$ cat config.mk
export PLATFORM = sky130hd
export DESIGN_NAME = acc_ctrl_seq
export DESIGN_NICKNAME = d
export VERILOG_FILES = /design/src/rtl/acc_pkg.sv /design/src/rtl/acc_decode.sv /design/src/rtl/acc_ctrl_seq.sv
export SDC_FILE = /design/constraint.sdc
export NUM_CORES = 1
export LEC_CHECK = 0
export ABC_AREA = 1
export CAP_MARGIN = 20
export CORE_UTILIZATION = 35
export CTS_BUF_LIST = sky130_fd_sc_hd__clkbuf_4
export CTS_CLUSTER_SIZE = 25
export DETAILED_ROUTE_END_ITERATION = 6
export PLACE_DENSITY = 0.63
export SETUP_SLACK_MARGIN = 0.3
export SLEW_MARGIN = 20
export SYNTH_ARGS = -nofsm -noshare
export SYNTH_HDL_FRONTEND = slang
export SYNTH_SLANG_ARGS = --single-unit
$ cat constraint.sdc
create_clock -name clk -period 5 [get_ports clk]
set_clock_uncertainty 0.1 [all_clocks]
set_input_delay 0.5 -clock clk [delete_from_list [all_inputs] [get_ports clk]]
set_output_delay 0.5 -clock clk [all_outputs]
set_load 0.03 [all_outputs]
$ cat src/rtl/acc_pkg.sv
// Shared types for the accumulator control sequencer.
// Holds the opcode and state encodings, the instruction field positions and the decoded control bundle.
package acc_pkg;

    localparam int INSTR_W  = 9;
    localparam int OP_MSB   = 8;
    localparam int OP_LSB   = 5;
    localparam int RS_MSB   = 4;
    localparam int RS_LSB   = 2;
    localparam int AMT_MSB  = 1;
    localparam int AMT_LSB  = 0;
    localparam int IMM5_MSB = 4;
    localparam int IMM5_LSB = 0;

    typedef enum logic [3:0] {
        OP_ADD  = 4'b0000,
        OP_ADDC = 4'b0001,
        OP_MOV0 = 4'b0010,
        OP_MOV1 = 4'b0011,
        OP_XOR0 = 4'b0100,
        OP_XOR1 = 4'b0101,
        OP_LD   = 4'b0110,
        OP_ST   = 4'b0111,
        OP_HALT = 4'b1000,
        OP_NOP  = 4'b1001,
        OP_SHL  = 4'b1010,
        OP_SHR  = 4'b1011,
        OP_BNE  = 4'b1100,
        OP_SET  = 4'b1101,
        OP_AND0 = 4'b1110,
        OP_AND1 = 4'b1111
    } opcode_t;

    typedef enum logic [2:0] {
        IDLE,
        FETCH,
        DECODE,
        EXEC,
        MEM,
        WB,
        HALT
    } state_t;

    typedef struct packed {
        logic [3:0] alu_cmd;
        logic       alu_sc_i;
        logic [2:0] rs_addr;
        logic       inb_imm;
        logic [7:0] imm;
        logic       wb_sel;
    } ctrl_t;

    function automatic opcode_t get_op(input logic [INSTR_W-1:0] instr);
        return opcode_t'(instr[OP_MSB:OP_LSB]);
    endfunction

endpackage

$ cat src/rtl/acc_decode.sv
// Combinational instruction decoder.
// Maps a 9-bit instruction and the current carry flag onto the datapath control bundle.
module acc_decode
    import acc_pkg::*;
(
    input  logic [INSTR_W-1:0] instr,
    input  logic               sc_q,
    output ctrl_t              ctrl
);

    opcode_t    op;
    logic [4:0] imm5;

    assign op   = get_op(instr);
    assign imm5 = instr[IMM5_MSB:IMM5_LSB];

    // The shift direction bit is the opcode LSB; it is placed next to the amount so the ALU sees both in imm.
    always_comb begin
        ctrl         = '0;
        ctrl.alu_cmd = op;
        ctrl.rs_addr = instr[RS_MSB:RS_LSB];
        case (op)
            OP_ADDC: ctrl.alu_sc_i = sc_q;
            OP_SHL, OP_SHR: begin
                ctrl.inb_imm = 1'b1;
                ctrl.imm     = {5'b0, instr[OP_LSB], instr[AMT_MSB:AMT_LSB]};
            end
            OP_SET: begin
                ctrl.inb_imm = 1'b1;
                ctrl.imm     = {3'b0, imm5};
            end
            OP_BNE:  ctrl.imm    = {{3{imm5[4]}}, imm5};
            OP_LD:   ctrl.wb_sel = 1'b1;
            default: ;
        endcase
    end

endmodule

$ cat src/rtl/acc_ctrl_seq.sv
// Multi-cycle control sequencer for the accumulator processor.
// Fetches from a synchronous ROM, registers decoded controls and owns the PC and the carry flag.
module acc_ctrl_seq
    import acc_pkg::*;
#(
    parameter int PC_W = 8
)
(
    input  logic               clk,
    input  logic               reset,
    input  logic               start,
    output logic [PC_W-1:0]    instr_addr,
    input  logic [INSTR_W-1:0] instr_in,
    output logic [3:0]         alu_cmd,
    output logic               alu_sc_i,
    input  logic               alu_sc_o,
    input  logic               alu_zero,
    output logic [2:0]         rs_addr,
    output logic               inb_imm,
    output logic [7:0]         imm,
    output logic               rf_we,
    output logic               wb_sel,
    output logic               mem_req,
    output logic               mem_we,
    input  logic               mem_ack,
    output logic               done
);

    state_t             state;
    logic [PC_W-1:0]    pc;
    logic               sc_q;
    logic [INSTR_W-1:0] ir;
    ctrl_t              dec;
    opcode_t            ir_op;
    logic [PC_W-1:0]    pc_inc;
    logic [PC_W-1:0]    pc_bne;

    acc_decode u_decode (
        .instr (instr_in),
        .sc_q  (sc_q),
        .ctrl  (dec)
    );

    assign instr_addr = pc;
    assign ir_op      = get_op(ir);
    assign pc_inc     = pc + PC_W'(1);
    assign pc_bne     = pc + {{(PC_W-5){ir[IMM5_MSB]}}, ir[IMM5_MSB:IMM5_LSB]};

    always_ff @(posedge clk or posedge reset) begin
        if (reset) begin
            state    <= IDLE;
            pc       <= '0;
            sc_q     <= 1'b0;
            ir       <= '0;
            alu_cmd  <= '0;
            alu_sc_i <= 1'b0;
            rs_addr  <= '0;
            inb_imm  <= 1'b0;
            imm      <= '0;
            wb_sel   <= 1'b0;
            rf_we    <= 1'b0;
            mem_req  <= 1'b0;
            mem_we   <= 1'b0;
            done     <= 1'b0;
        end else begin
            rf_we <= 1'b0;
            case (state)
                IDLE: if (start) state <= FETCH;
                FETCH: state <= DECODE;
                DECODE: begin
                    ir       <= instr_in;
                    alu_cmd  <= dec.alu_cmd;
                    alu_sc_i <= dec.alu_sc_i;
                    rs_addr  <= dec.rs_addr;
                    inb_imm  <= dec.inb_imm;
                    imm      <= dec.imm;
                    wb_sel   <= dec.wb_sel;
                    state    <= EXEC;
                end
                EXEC: begin
                    if (ir_op inside {OP_ADD, OP_ADDC, OP_SHL, OP_SHR})
                        sc_q <= alu_sc_o;
                    case (ir_op)
                        OP_BNE: begin
                            pc    <= alu_zero ? pc_inc : pc_bne;
                            state <= FETCH;
                        end
                        OP_NOP: begin
                            pc    <= pc_inc;
                            state <= FETCH;
                        end
                        OP_LD, OP_ST: begin
                            mem_req <= 1'b1;
                            mem_we  <= (ir_op == OP_ST);
                            state   <= MEM;
                        end
                        OP_HALT: begin
                            pc    <= pc_inc;
                            done  <= 1'b1;
                            state <= HALT;
                        end
                        default: begin
                            pc    <= pc_inc;
                            rf_we <= 1'b1;
                            state <= WB;
                        end
                    endcase
                end
                // The PC of a load/store only moves once the memory has acknowledged.
                MEM: if (mem_ack) begin
                    mem_req <= 1'b0;
                    mem_we  <= 1'b0;
                    pc      <= pc_inc;
                    if (ir_op == OP_LD) begin
                        rf_we <= 1'b1;
                        state <= WB;
                    end else begin
                        state <= FETCH;
                    end
                end
                WB: state <= FETCH;
                HALT: if (start) begin
                    pc    <= '0;
                    done  <= 1'b0;
                    state <= FETCH;
                end
                default: state <= IDLE;
            endcase
        end
    end

endmodule

==> run summary <==
Initial DRT Pass Iterations = 4
starting DRC count in detailed routing = 101
worst-path maximum fanout = 8
worst skew pair latency = 0.34 ns
areal power density over the cells = 689 nW/um^2
num ports = 45
Max Cap Viol = 0
largest net degree at the start of global routing = 35
Die W = 83.2 um
Final Cell Area = 2820 sq um
Worst path max stage delay = 0.74 ns
Post-route DRC = 0
Final GP Congestion = 0.870
RSZ-0062 raised after global routing = false
status = complete, no violations
WP data required = 4.40 ns
pre-CTS setup slack = 3.14 ns
CP delay by family, top = buffers and inverters
Via density = 4.77
final net count = 368
final hold violations = 0
slew at the pin with the worst max-slew slack = 0.451 ns
Synth Cell Area = 2310 sq um
wire length per cell = 12.4 um
Post-synth EDFFs = 0
htree depth = 2
post-cts gate resize count = 0
minimum clock period = 2.24 ns
Tot GR Track Use = 16.0%
Initial Utilization = 36.4%
post-synthesis cell count = 304
Rows = 29
Synth cell types = 36
PortBufs = 44
Sink Count = 34
Worst slew margin = 69.8%
first-pass GRT wire length = 9.09 mm
CTS tree = yes
critical path endpoint category = output pin
critical path startpoint = instr_addr[3]$_DFFE_PP0P_
Ant. Diodes = 0
die area = 6920 sq um
hold path startpoint = wb_sel$_DFFE_PP0P_
Core ar. = 6350 sq um
clk buf depth = 2
HPWL Detailed = 4.05 mm
Main synth FF type = dfrtp_1
Final setup viols = 0
Ys Warns = 0
Placed Area = 2770 sq um
Post-CTS Hold Fix Bufs = 0
CTS Buf Count = 5
crit path DAT = 1.64 ns
syn_nets = 328
Worst Path Buf+Inv = 1
Max VDD drop = 0.000339 V
R2R Path Start = instr_addr[0]$_DFFE_PP0P_
f_max = 0.446 GHz
setup TNS = 0 ns
sequential element share of the synthesized area = 36.9%
vias in the first global route = 1966
number of synthesized register bits = 34
CP max-delay cell = clkdlybuf4s50_1
clock-pin slew on the worst setup and hold paths = 0.11 ns
grt total ovfl = 0
Leakage = 1.41 nW
Routed Antenna Nets = 0
FFs w/ async S/R, synth = 100%
total number of vias = 2011
layout cell share with drive strength beyond 1 = 13.0%
initial antenna violation count = 0
Period Utilization, post-route = 44.8%
worst hold path class = flip-flop to flip-flop
area grow syn2layout = 22.3%
Slew Limit Fails = 0
Final WS setup = 2.76 ns
mean post-synth cell area = 7.59 sq um
WS Path Type = flip-flop to output pin
DRT Wirelength = 5.24 mm
CTS root buf = clkbuf_4
Worst setup SP type = flip-flop
Die Y = 83.2 um
post-CTS setup buffers = 0
crit path cell chain = clkdlybuf4s50_1
-- sequential cells by signal, summed over array words and instances (netlist names), 2 cells and up --
register    cells
state           3
rs_addr         2
imm             6
instr_addr      8
ir              4
alu_cmd         3
-- path summary, 6_finish.rpt --
kind,depth (start not counted),slack [ns],endpoint
worst max-delay path,1,2.76,instr_addr[3]
worst min-delay path,2,0.40,wb_sel$_DFFE_PP0P_
worst max register to register,11,3.16,instr_addr[4]$_DFFE_PP0P_
worst min register to register,2,0.40,wb_sel$_DFFE_PP0P_
max in group asynchronous,3,4.05,sc_q$_DFFE_PP0P_
min in group asynchronous,3,0.44,mem_we$_DFFE_PP0P_
-- cell usage after synthesis, types with 5 or more instances --
library cell	count	area share, %
nand2_1	88	14
inv_1	41	6.7
dfrtp_1	34	37
nand3_1	19	4.1
nor2_1	18	2.9
o21ai_0	13	2.8
buf_4	9	2.9
nand4_1	9	2.4
ha_1	8	4.3
a21oi_2	7	2.7
inv_2	7	1.1
a21oi_1	6	1.3
nand2_2	5	1.4
nor2_2	5	1.4
xnor2_1	5	1.9
-- power breakdown --
group	internal, mW	switching, mW	leakage [nW]
clock	0.0523	0.100	0.0286
sequential	0.394	0.137	0.419
combinational	0.491	0.770	0.959
-- per-stage QoR --
stage | std cells | total power, mW | util [%] | hold slack, ns
floorplan | 304 | 1.46 | - | 0.376
finish | 422 | 1.94 | 44.5 | 0.402
global placement | 414 | 1.79 | 43.6 | 0.371
global route | 422 | 2.12 | 44.5 | 0.455
CTS | 422 | 1.96 | 44.5 | 0.409
detailed placement | 414 | 1.80 | 43.6 | 0.372
-- cells in the final DEF (no fill, tap or decap), types with 2 or more instances in the layout --
cell type	count
inv_1	41
xnor2_1	5
ha_1	8
nand2_8	2
o22ai_1	2
a31oi_1	2
nand4_1	9
clkdlybuf4s50_1	44
dfrtp_1	34
nor2_1	18
clkbuf_4	5
nand2_1	88
nand3_1	19
nor2_4	2
inv_2	7
a21oi_2	7
nand2_2	5
o31ai_1	2
nand2_4	3
a21oi_1	6
o21ai_0	13
nor2_2	5
-- cell families after synthesis --
group	count (synthesis)	synth area share, %
adder cells (fa/ha/maj)	9	5.20
AO/OA/AOI/OAI	39	11.5
flip-flops	34	36.9
XOR/XNOR	6	2.28
AND/OR/NAND/NOR	155	32.5
buffers and inverters	61	11.7
-- layout make-up --
type | count | area, sq um
Clock inverter | 3 | 16.3
Timing Repair Buffer | 45 | 448
Clock buffer | 5 | 37.5
Inverter | 49 | 186
Multi-Input combinational cell | 209 | 1190
Tap cell | 77 | 96.3
Fill cell | 632 | 3530
Sequential cell | 34 | 851
-- routing by layer --
metal / wire length, um / up-vias / track usage [%] / part of all wire, %
li1: - / 1043 / - / -
met1: 2460 / 910 / 20.8 / 47
met2: 2450 / 51 / 27.5 / 47
met3: 281 / 7 / 3.38 / 5.4
met4: 49 / 0 / 3.29 / 0.93
met5: 0 / - / 0 / 0
Note: power is estimated with default switching activity, not from simulation.
